[config.mk]
export PLATFORM = sky130hd
export DESIGN_NAME = issue_scoreboard
export DESIGN_NICKNAME = d
export VERILOG_FILES = /design/src/rtl/issue_scoreboard.sv
export SDC_FILE = /design/constraint.sdc
export NUM_CORES = 1
export LEC_CHECK = 0
export ABC_AREA = 1
export ABC_CLOCK_PERIOD_IN_PS = 5200
export CAP_MARGIN = 20
export CORE_UTILIZATION = 60
export CTS_CLUSTER_DIAMETER = 30
export DETAILED_ROUTE_END_ITERATION = 12
export DONT_BUFFER_PORTS = 1
export PLACE_DENSITY_LB_ADDON = 0.05
export SYNTH_ARGS = -nofsm -noshare
export SYNTH_HDL_FRONTEND = slang
export SYNTH_SLANG_ARGS = --single-unit
[constraint.sdc]
create_clock -name clk -period 5.2 [get_ports clk]
set_input_delay 1.04 -clock clk [delete_from_list [all_inputs] [get_ports clk]]
set_output_delay 1.04 -clock clk [all_outputs]
set_load 0.02 [all_outputs]
[src/rtl/issue_scoreboard.sv]
// In-order issue stage: one-entry issue register guarded by a per-register
// counting scoreboard, with flush and a trap state after an ILLEGAL issues.
package com_pkg;
  typedef enum logic [2:0] {
    CLS_ALU, CLS_LOAD, CLS_STORE, CLS_BRANCH, CLS_JAL, CLS_JALR, CLS_ILLEGAL, CLS_NOP
  } inst_class_t;

  typedef struct packed {
    logic       used;
    logic [3:0] sel;
  } decode_reg_t;

  typedef struct packed {
    inst_class_t inst_class;
    logic [3:0]  alu_op;
    logic [2:0]  funct3;
    decode_reg_t rd;
    decode_reg_t rs1;
    decode_reg_t rs2;
    logic [31:0] imm;
  } decode_instruction_t;

  typedef struct packed {
    logic        valid;
    logic [1:0]  cause;
    logic [31:0] target;
  } flush_t;
endpackage

module issue_scoreboard #(
  parameter int NUM_REGS = 16,
  parameter int CNT_W    = 2
) (
  input  logic                         clk,
  input  logic                         rst,
  input  logic                         dec_valid,
  output logic                         dec_ready,
  input  com_pkg::decode_instruction_t dec_inst,
  output logic                         iss_valid,
  input  logic                         iss_ready,
  output com_pkg::decode_instruction_t iss_inst,
  input  logic                         wb_valid,
  input  logic [3:0]                   wb_sel,
  input  com_pkg::flush_t              flush,
  output logic [NUM_REGS-1:0]          busy,
  output logic                         stall_haz
);
  import com_pkg::*;

  typedef enum logic [1:0] {S_EMPTY, S_FULL, S_TRAP} state_t;

  localparam logic [CNT_W-1:0] CNT_MAX = '1;
  localparam logic [CNT_W-1:0] CNT_ONE = CNT_W'(1);

  state_t              state_q;
  decode_instruction_t inst_q;
  logic [CNT_W-1:0]    cnt_q [NUM_REGS];
  logic [CNT_W-1:0]    cnt_d [NUM_REGS];

  logic writes_rd, hazard, fire, held_illegal, wb_ok;
  logic unused_flush_fields;

  // Saturating up/down step; simultaneous inc and dec cancel out.
  function automatic logic [CNT_W-1:0] cnt_next(input logic [CNT_W-1:0] c,
                                                input logic inc, input logic dec);
    logic [CNT_W-1:0] r;
    r = c;
    if (inc && !dec && c != CNT_MAX) r = c + CNT_ONE;
    else if (dec && !inc && c != '0) r = c - CNT_ONE;
    return r;
  endfunction

  assign unused_flush_fields = ^{flush.cause, flush.target};

  assign held_illegal = (inst_q.inst_class == CLS_ILLEGAL);
  assign writes_rd = inst_q.rd.used && (inst_q.rd.sel != 4'd0) &&
                     (inst_q.inst_class inside {CLS_ALU, CLS_LOAD, CLS_JAL, CLS_JALR});

  // Hazards look only at registered counts: a writeback frees dependents one cycle later.
  assign hazard = (inst_q.rs1.used && cnt_q[inst_q.rs1.sel] != '0) ||
                  (inst_q.rs2.used && cnt_q[inst_q.rs2.sel] != '0) ||
                  (writes_rd && cnt_q[inst_q.rd.sel] == CNT_MAX);

  assign iss_valid = (state_q == S_FULL) && !hazard && !flush.valid;
  assign fire      = iss_valid && iss_ready;
  assign dec_ready = !flush.valid &&
                     ((state_q == S_EMPTY) || ((state_q == S_FULL) && fire && !held_illegal));
  assign iss_inst  = inst_q;
  assign stall_haz = (state_q == S_FULL) && hazard;
  assign wb_ok     = wb_valid && (wb_sel != 4'd0);

  always_comb begin
    for (int r = 0; r < NUM_REGS; r++) begin
      cnt_d[r] = cnt_next(cnt_q[r],
                          fire && writes_rd && (inst_q.rd.sel == 4'(r)),
                          wb_ok && (wb_sel == 4'(r)));
    end
    cnt_d[0] = '0;
  end

  always_comb begin
    busy = '0;
    for (int r = 1; r < NUM_REGS; r++) busy[r] = (cnt_q[r] != '0);
  end

  always_ff @(posedge clk) begin
    if (rst) begin
      state_q <= S_EMPTY;
      inst_q  <= '0;
      for (int r = 0; r < NUM_REGS; r++) cnt_q[r] <= '0;
    end else begin
      for (int r = 0; r < NUM_REGS; r++) cnt_q[r] <= cnt_d[r];
      if (flush.valid) begin
        // In-flight writes still retire, so the counters are left alone.
        state_q <= S_EMPTY;
        inst_q  <= '0;
      end else begin
        case (state_q)
          S_EMPTY: if (dec_valid) begin
            state_q <= S_FULL;
            inst_q  <= dec_inst;
          end
          S_FULL: if (fire) begin
            if (held_illegal) begin
              state_q <= S_TRAP;
            end else if (dec_valid) begin
              state_q <= S_FULL;
              inst_q  <= dec_inst;
            end else begin
              state_q <= S_EMPTY;
              inst_q  <= '0;
            end
          end
          default: state_q <= S_TRAP;
        endcase
      end
    end
  end
endmodule
==> results of run 1 <==
-- cell usage after synthesis --
master / count
a211oi_4: 1
a21boi_0: 1
a21o_1: 1
a21oi_1: 105
buf_1: 5
buf_2: 12
buf_4: 1
buf_6: 2
clkbuf_1: 12
clkinv_1: 1
conb_1: 1
dfxtp_1: 101
inv_1: 191
inv_2: 15
nand2_1: 179
nand2_2: 11
nand3_1: 83
nand3_2: 2
nand3_4: 1
nand4_1: 15
nor2_1: 88
nor2_8: 1
nor3_1: 48
nor3_2: 10
o21a_1: 1
o21ai_0: 11
-- worst max path at each step --
stage / start / endpoint
3_5_place_dp: iss_inst[44] / flip-flop
2_1_floorplan: flush[34] / dec_ready
3_3_place_gp: iss_inst[44] / flip-flop
4_1_cts: iss_inst[44] / dec_ready
6_report: iss_inst[44] / dec_ready
5_1_grt: flip-flop / dec_ready
-- layout by cell type (no fill, tap or decap), drive strengths merged --
cell type / n
a211oi: 1
a21boi: 1
a21o: 1
a21oi: 105
buf: 5
clkbuf: 10
clkinv: 4
conb: 1
dfxtp: 101
inv: 209
nand2: 190
nand3: 86
nand4: 15
nor2: 89
nor3: 58
o21a: 1
o21ai: 11
-- cell families after synthesis --
logic type / after synthesis / share of synthesized area [%]
AO/OA/AOI/OAI: 120 / 11.2
buffers and inverters: 239 / 16.7
flip-flops: 101 / 36.4
other: 1 / 0.0675
AND/OR/NAND/NOR: 438 / 35.6
-- worst max-delay path, stage by stage, from the launching register on --
cell and delay, ns:
dfxtp_1 0.45, nor2_1 0.31, a211oi_4 0.09, buf_4 0.21, nand3_1 0.18, nand3_4 0.12, nor2_8 0.31, nand2_2 0.10
nor2_1 0.10, o21a_1 0.24
-- power breakdown --
part	switching [uW]	internal (uW)
Clock	317	202
Combinational	119	54.7
Sequential	54.2	802
-- metal layers --
metal | wire length (um) | vias up
met5 | 0 | -
met4 | 374 | 0
met3 | 1440 | 40
met2 | 6850 | 236
met1 | 5760 | 2406
li1 | - | 2743
-- cell type report --
| cell class | instances | share of cell area (%) |
|---|---|---|
| clock buffers | 10 | 2.38 |
| clock inverters | 6 | 1.12 |
| inverters | 207 | 13.4 |
| multi-input cells | 559 | 45.2 |
| flip-flops and latches | 101 | 34.9 |
| well taps | 108 | 2.33 |
| repair buffers | 5 | 0.648 |
-- metrics by stage --
| stage | hold slack [ns] | area (um2) | std cells |
|---|---|---|---|
| 2_1_floorplan | 0.464 | 5560 | 899 |
| 3_3_place_gp | 0.480 | 5590 | 980 |
| 3_5_place_dp | 0.494 | 5590 | 980 |
| 4_1_cts | 0.510 | 5790 | 996 |
| 5_1_grt | 0.536 | 5790 | 996 |
| 6_report | 0.508 | 5790 | 996 |
==> results.yml, run 1 <==
status:
  status: "finished, violations left"
  violations: "DRC"
clock_tree:
  cts_buffer_depth: 2
  numCtsBuffers: 9
  ctsHoldBuffers: 0
  cts.sinks: 101
  clock_latency_ns: 0.40
  clk_pin_slew_ns: 0.10
  cts_setup_buffers: 0
  cts-root-buf: "clkbuf_8"
  cts_tree: "built"
  ctsHtreeMaxLevel: 3
  cts_resized: 0
timing:
  fmaxAchievable_mhz: 281
  layout_setup_ws_ns: 1.64
  fin_tns_setup_ns: 0
  grt_setup_unrepaired: "false"
  hold_viol: 0
  min_period_ns: 3.56
  clock_skew_ns: 0.0152
  setup_violations: 0
  slew_headroom_pct: 29.9
  worst_pin_slew_ns: 1.05
  slew_violations: 0
  fin_crit_sh_pct: 68.5
logic_synthesis:
  synth_top_area_share_pct: 36.4
  yosysWarnings: 0
  synth_area_leaders: "dfxtp_1 36%, inv_1 13%, nand2_1 12%"
  ys_ff_latch: 101
  synth_fp_nets: 1000
  synth_area_per_cell_um2: 6.18
  mappedNetlistArea_um2: 5560
  synth_cells: 899
  yosys.area.top_type: "dfxtp_1"
  ys_types: 26
  seq_area_frac_synth_pct: 36.4
drt:
  avgViaCountPerCell: 5.45
  drtIter0Drc: 309
  wl_per_cell_um: 14.5
  wirelength_um: 14400
  vias: 5425
  drc_errors: 4
  first_pass_iters: 9
  drtAntennaViolNets: 0
global_routing:
  use_met2_pct: 52.7
  grt_usage_pct: 30.6
  antenna_found_initial: 0
  grt_overflow: 0
  grt_pass1_wl_um: 23800
  grt_pass1_vias: 5162
  met3_usage_pct: 9.38
  grt.busiest_layer: "met2"
  grt_max_degree: 68
  met1_usage_pct: 35.9
floorplanning:
  core_area_um2: 8850
  io_pins: 177
  die_y_um: 98.2
  rows: 34
  initial_core_util_pct: 62.8
  die_x_um: 98.2
  dieArea_um2: 9650
worst_setup_path:
  endpoint_kind: "output pin"
  ff2ff_setup_slack_ns: 1.80
  ff2ff_path_depth: 13
  cp_max_fo: 18
  cp.required_ns: 4.16
  critPathLaunchType: "flip-flop"
  worst_ep_arrival_time_ns: 2.52
  r2r-start: "iss_inst[44]"
  path_class: "flip-flop to output pin"
placed_design:
  pre_cts_slack_ns: 1.81
  gp_congestion: 0.919
  portBuffers: 0
  dp_hpwl_um: 10600
layout:
  final_nets: 984
  multi_input_area_um2: 2620
  fillers: 833
  seq_area_um2: 2020
  diodes: 0
  fin_util_pct: 65.5
  layout-drive-gt1-share_pct: 7.21
  area_delta_synth_final_pct: 4.21
power:
  p_total_uw: 1550
  p_per_area_nw_per_um2: 267
  peakVddDrop_uv: 172
  power_leakage_uw: 0.00254
run:
  cap_violations: 0
min_path:
  hp-start: "cnt_q[12][1]"
  hold_depth: 2
  hold_path_end: "cnt_q[12][1]"
  min_path_type: "flip-flop to flip-flop"
Note: power is estimated with default switching activity, not from simulation.
==> run 2: changes to the inputs <==
--- a/config.mk
+++ b/config.mk
@@ -6,7 +6,7 @@
 export NUM_CORES = 1
 export LEC_CHECK = 0
 export ABC_AREA = 1
-export ABC_CLOCK_PERIOD_IN_PS = 5200
+export ABC_CLOCK_PERIOD_IN_PS = 3550
 export CAP_MARGIN = 20
 export CORE_UTILIZATION = 60
 export CTS_CLUSTER_DIAMETER = 30
==> constraint.sdc (replaced) <==
create_clock -name clk -period 3.55 [get_ports clk]
set_input_delay 0.71 -clock clk [delete_from_list [all_inputs] [get_ports clk]]
set_output_delay 0.71 -clock clk [all_outputs]
set_load 0.02 [all_outputs]
==> results.yml, run 2 (synthesized netlist as in run 1, its figures left out) <==
timing:
  slew_violations: 0
  fin_tns_setup_ns: 0
  clock_skew_ns: 0.0137
  layout_setup_ws_ns: 0.282
  setup_violations: 0
  worst_pin_slew_ns: 1.04
  slew_headroom_pct: 30.3
  hold_viol: 0
  fmaxAchievable_mhz: 306
  fin_crit_sh_pct: 92.1
  fin_hold_ws_ns: 0.384
  grt_setup_unrepaired: "false"
  min_period_ns: 3.27
clock_tree:
  clock_latency_ns: 0.38
  cts.sinks: 101
  cts-root-buf: "clkbuf_8"
  numCtsBuffers: 9
  cts_tree: "built"
  clk_pin_slew_ns: 0.11
  cts_buffer_depth: 2
  cts_resized: 0
  cts_setup_buffers: 0
  ctsHoldBuffers: 0
  ctsHtreeMaxLevel: 3
drt:
  wirelength_um: 14300
  vias: 5381
  wl_per_cell_um: 14.4
  first_pass_iters: 9
  drtAntennaViolNets: 0
  drtIter0Drc: 270
  avgViaCountPerCell: 5.40
  drc_errors: 3
floorplanning:
  io_pins: 177
  die_x_um: 98.2
  core_area_um2: 8850
  die_y_um: 98.2
  initial_core_util_pct: 62.8
  dieArea_um2: 9650
  rows: 34
worst_setup_path:
  endpoint_kind: "output pin"
  path_delay_family: "simple AND/OR/NAND/NOR gates"
  cp_max_fo: 18
  critPathLaunchType: "flip-flop"
  slowest_delay_ns: 0.34
  path_class: "flip-flop to output pin"
  cp.required_ns: 2.84
  worst_ep_arrival_time_ns: 2.56
  slowest_stage: "dfxtp_1"
  ff2ff_path_depth: 17
  cpMostUsedCell: "nand2_1"
  ff2ff_setup_slack_ns: 0.45
  critical_path_buf_inv_count: 1
  r2r-start: "cnt_q[4][0]"
  path_cells: "inv_1 -> nand2_1 -> nand2_1 -> nand2_1 -> nor2_1 -> nand2_1 -> nand2_1 -> nand2_1 -> nand3_2 -> nand3_4 -> nor2_8 -> nand2_2 -> nor2_1 -> o21a_1"
placed_design:
  gp_congestion: 0.961
  portBuffers: 0
  dp_hpwl_um: 10600
  pre_cts_slack_ns: 0.506
layout:
  fillers: 838
  multi_input_area_um2: 2620
  diodes: 0
  mostFrequentLayoutCell: "inv_1"
  final_cell_mix: "191 x inv_1, 177 x nand2_1, 105 x a21oi_1"
  seq_area_um2: 2020
  area_delta_synth_final_pct: 4.39
  fin_util_pct: 65.6
  layout-drive-gt1-share_pct: 7.09
  final_nets: 984
global_routing:
  grt_pass1_wl_um: 23600
  antenna_found_initial: 0
  grt_usage_pct: 30.4
  grt_pass1_vias: 5192
  grt_max_degree: 69
  grt_overflow: 0
min_path:
  hp-start: "rst"
  hold_depth: 1
  hold_path_end: "cnt_q[14][1]"
  min_path_type: "primary input to flip-flop"
power:
  power_leakage_uw: 0.00255
  peakVddDrop_uv: 248
  p_per_area_nw_per_um2: 386
status:
  violations: "DRC"
  status: "finished, violations left"
run:
  cap_violations: 0
-- run 2: cell types whose count changed in the layout (fill, tap and decap cells not counted) --
cell,previous run,this run
buf_12,0,2
buf_4,5,3
clkbuf_1,0,1
clkbuf_8,10,9
clkinv_4,2,1
clkinv_8,1,0
inv_6,1,2
inv_8,2,3
-- run 2: cell type report --
class / instances / share of cell area (%)
clock buffer: 10 / 2.20
clock inverter: 6 / 1.04
inverter: 207 / 13.4
multi-input combinational: 559 / 45.1
sequential: 101 / 34.9
tap: 108 / 2.33
timing repair buffer: 5 / 1.08
-- run 2: worst max path at each step --
stage                  from   endpoint  slack, ns  depth (start not counted)
2_1_floorplan  iss_inst[44]  dec_ready       1.19                          8
3_3_place_gp    cnt_q[4][0]  flip-flop       0.60                         17
3_5_place_dp    cnt_q[4][0]  flip-flop       0.51                         17
4_1_cts         cnt_q[4][0]  dec_ready       0.31                         14
5_1_grt         cnt_q[4][0]  dec_ready       0.13                         14
6_report        cnt_q[4][0]  dec_ready       0.28                         14
-- run 2: metal layers --
layer  up-vias  global-route usage (%)  part of all wire (%)
met5         -                       0                     0
met3        36                    8.88                   8.7
met1      2386                    34.0                    40
met4         0                    13.5                   2.7
li1       2746                       -                     -
met2       213                    53.5                    49
-- run 2: metrics by stage --
step                cells  power, uW  area, um2
floorplan             899       1490       5560
global placement      980       1520       5610
detailed placement    980       1530       5610
CTS                   996       2250       5800
global route          996       2340       5800
finish                996       2240       5800
-- run 2: report_power, final --
group	total (uW)	switching, uW	leakage [uW]	internal [uW]
logic	257	174	0.00163	82.9
clock network	728	451	0.0000972	277
registers	1250	78.6	0.000823	1170
==> run 3: changes to the inputs <==
--- a/config.mk
+++ b/config.mk
@@ -5,11 +5,9 @@
 export SDC_FILE = /design/constraint.sdc
 export NUM_CORES = 1
 export LEC_CHECK = 0
-export ABC_AREA = 1
 export ABC_CLOCK_PERIOD_IN_PS = 3550
 export CAP_MARGIN = 20
 export CORE_UTILIZATION = 60
-export CTS_CLUSTER_DIAMETER = 30
 export DETAILED_ROUTE_END_ITERATION = 12
 export DONT_BUFFER_PORTS = 1
 export PLACE_DENSITY_LB_ADDON = 0.05
==> results.yml, run 3 <==
status:
  status: "finished, final reports clean"
logic_synthesis:
  mappedNetlistArea_um2: 5600
  ys_ff_latch: 101
  synth-edff-count: 0
  synth_fp_nets: 791
  ys_types: 66
  synthFlopType: "dfxtp_1"
  yosysWarnings: 0
  yosys.area.top_type: "dfxtp_1"
  seq_area_frac_synth_pct: 36.1
  synth_area_per_cell_um2: 8.11
  synth_commonest_cells: "101 x dfxtp_1, 97 x nand2_1, 73 x nand3_1, 42 x clkbuf_1, 33 x nor2_1"
  synth_top_area_share_pct: 36.1
  synth_most_common_cell: "dfxtp_1"
  synth_area_leaders: "dfxtp_1 36%, o22ai_2 6.7%, nand3_1 6.5%"
  async_reset_ff_share_pct: 0
  synth_cells: 690
clock_tree:
  cts_buffer_depth: 2
  cts_setup_buffers: 0
  ctsHtreeMaxLevel: 3
  cts-root-buf: "clkbuf_8"
  cts.sinks: 101
  clock_latency_ns: 0.38
  cts_tree: "built"
  numCtsBuffers: 9
  clk_pin_slew_ns: 0.11
layout:
  layout-drive-gt1-share_pct: 15.6
  diodes: 0
  area_delta_synth_final_pct: 4.90
  final_nets: 758
  multi_input_area_um2: 3320
  fillers: 763
  final_area_um2: 5870
  final_cell_mix: "96 x nand2_1, 96 x dfxtp_1, 73 x nand3_1"
  seq_area_um2: 2030
worst_setup_path:
  slowest_delay_ns: 0.40
  slowest_stage: "or3_4"
  cp.required_ns: 2.84
  path_delay_family: "simple AND/OR/NAND/NOR gates"
  cp_max_fo: 6
  worst_ep_arrival_time_ns: 2.73
  endpoint_kind: "output pin"
  path_cells: "or2_4 -> or3_1 -> a31oi_2 -> a2111oi_1 -> or3_4 -> nor2_4 -> o21ai_0 -> a211oi_1 -> buf_4"
  critPathLaunchType: "flip-flop"
  path_class: "flip-flop to output pin"
  critical_path_buf_inv_count: 1
floorplanning:
  die_y_um: 98.6
  rows: 34
  die_x_um: 98.6
  core_area_um2: 8890
  io_pins: 177
  initial_core_util_pct: 62.9
  dieArea_um2: 9720
drt:
  wirelength_um: 14700
  drc_errors: 0
  first_pass_iters: 7
  drtAntennaViolNets: 0
  avgViaCountPerCell: 6.73
  drtIter0Drc: 251
  vias: 5185
  wl_per_cell_um: 19.0
power:
  p_per_area_nw_per_um2: 375
  p_sw_share_pct: 28.7
  peakVddDrop_uv: 275
  seqPwrFrac_pct: 55.1
  p_int_uw: 1570
  power_leakage_uw: 0.00205
  p_total_uw: 2200
  p_comb_share_pct: 7.7
  p_sw_uw: 633
  clkPwrFrac_pct: 37.2
placed_design:
  gp_congestion: 0.885
  placed_cell_area_um2: 5570
  dp_hpwl_um: 10100
  portBuffers: 0
run:
  cap_violations: 0
timing:
  fin_crit_sh_pct: 97.0
  grt_setup_unrepaired: "false"
  clock_skew_ns: 0.0155
  fmaxAchievable_mhz: 290
  setup_violations: 0
  fin_tns_setup_ns: 0
  slew_headroom_pct: 34.1
  hold_viol: 0
  fin_hold_ws_ns: 0.404
  min_period_ns: 3.44
  slew_violations: 0
  worst_pin_slew_ns: 0.988
global_routing:
  grt_usage_pct: 30.0
  grt_pass1_wl_um: 23500
  antenna_found_initial: 0
  grt_pass1_vias: 4816
  grt_max_degree: 74
  grt_overflow: 0
min_path:
  min_path_type: "primary input to flip-flop"
run 3: changes by cell type after synthesis, sizes merged, moves of 10 or more:
cell / delta
nor3b: +15
nand3: -13
clkbuf: +30
nor3: -28
o22ai: +57
o21ai: +12
inv: -190
and2: +15
a21oi: -88
or2: +14
a31oi: +10
nor2: -55
nand2: -93
run 3: cell type report:
type | instances | area share, %
Tap cell | 108 | 2.30
Inverter | 16 | 1.02
Timing Repair Buffer | 11 | 1.62
Sequential cell | 101 | 34.6
Clock buffer | 9 | 2.11
Clock inverter | 7 | 1.75
Multi-Input combinational cell | 518 | 56.6
run 3: worst paths after layout:
path	from	end	slack [ns]	cells after the start
setup reg to reg	cnt_q[9][1]	iss_inst[38]	0.40	8
hold / removal	flush[34]	state_q[0]	0.40	1
setup / recovery	cnt_q[9][1]	dec_ready	0.11	9
hold reg to reg	state_q[1]	state_q[0]	0.51	1
run 3: logic make-up after synthesis:
family	count (synthesis)	synth area share [%]
muxes	7	1.95
other	1	0.0670
buffers and inverters	71	5.61
and+or+nand+nor	346	33.1
AOI/OAI and AO/OA	164	23.2
DFF	101	36.1
run 3: stage by stage:
stage                     std cells  utilization (%)  setup slack [ns]
final                           770             66.0             0.106
after global placement          753             62.7             0.352
after global routing            770             66.0           0.00878
after detailed placement        753             62.7             0.335
after floorplan                 690                -             0.213
after CTS                       769             65.4            0.0164
run 3: metal layers:
layer	up-vias	track usage (%)	wire length, um
met5	-	0	0
met4	0	10.7	382
met3	28	8.65	1140
met2	204	49.9	7070
met1	2472	37.1	6060
li1	2481	-	-
run 3: power groups by stage:
stage	sequential, uW	clock (uW)	combinational, uW
floorplan	1230	0	152
global route	1220	874	184
CTS	1210	830	163
detailed placement	1240	0	162
finish	1210	819	169
global placement	1240	0	158
run 3: worst reg2reg max path: cells and delay by family (launching register included):
kind | cells | cell delay (ns)
buf+inv | 1 | 0.67
simple gates | 4 | 1.40
flops | 1 | 0.37
compound gates | 3 | 0.56
run 3: repair_timing:
action,CTS,global route
endpoints found under the hold margin,0,0
hold buffers,0,0
pin swaps,2,2
resized for setup,6,10
endpoints found under the setup margin,1,1
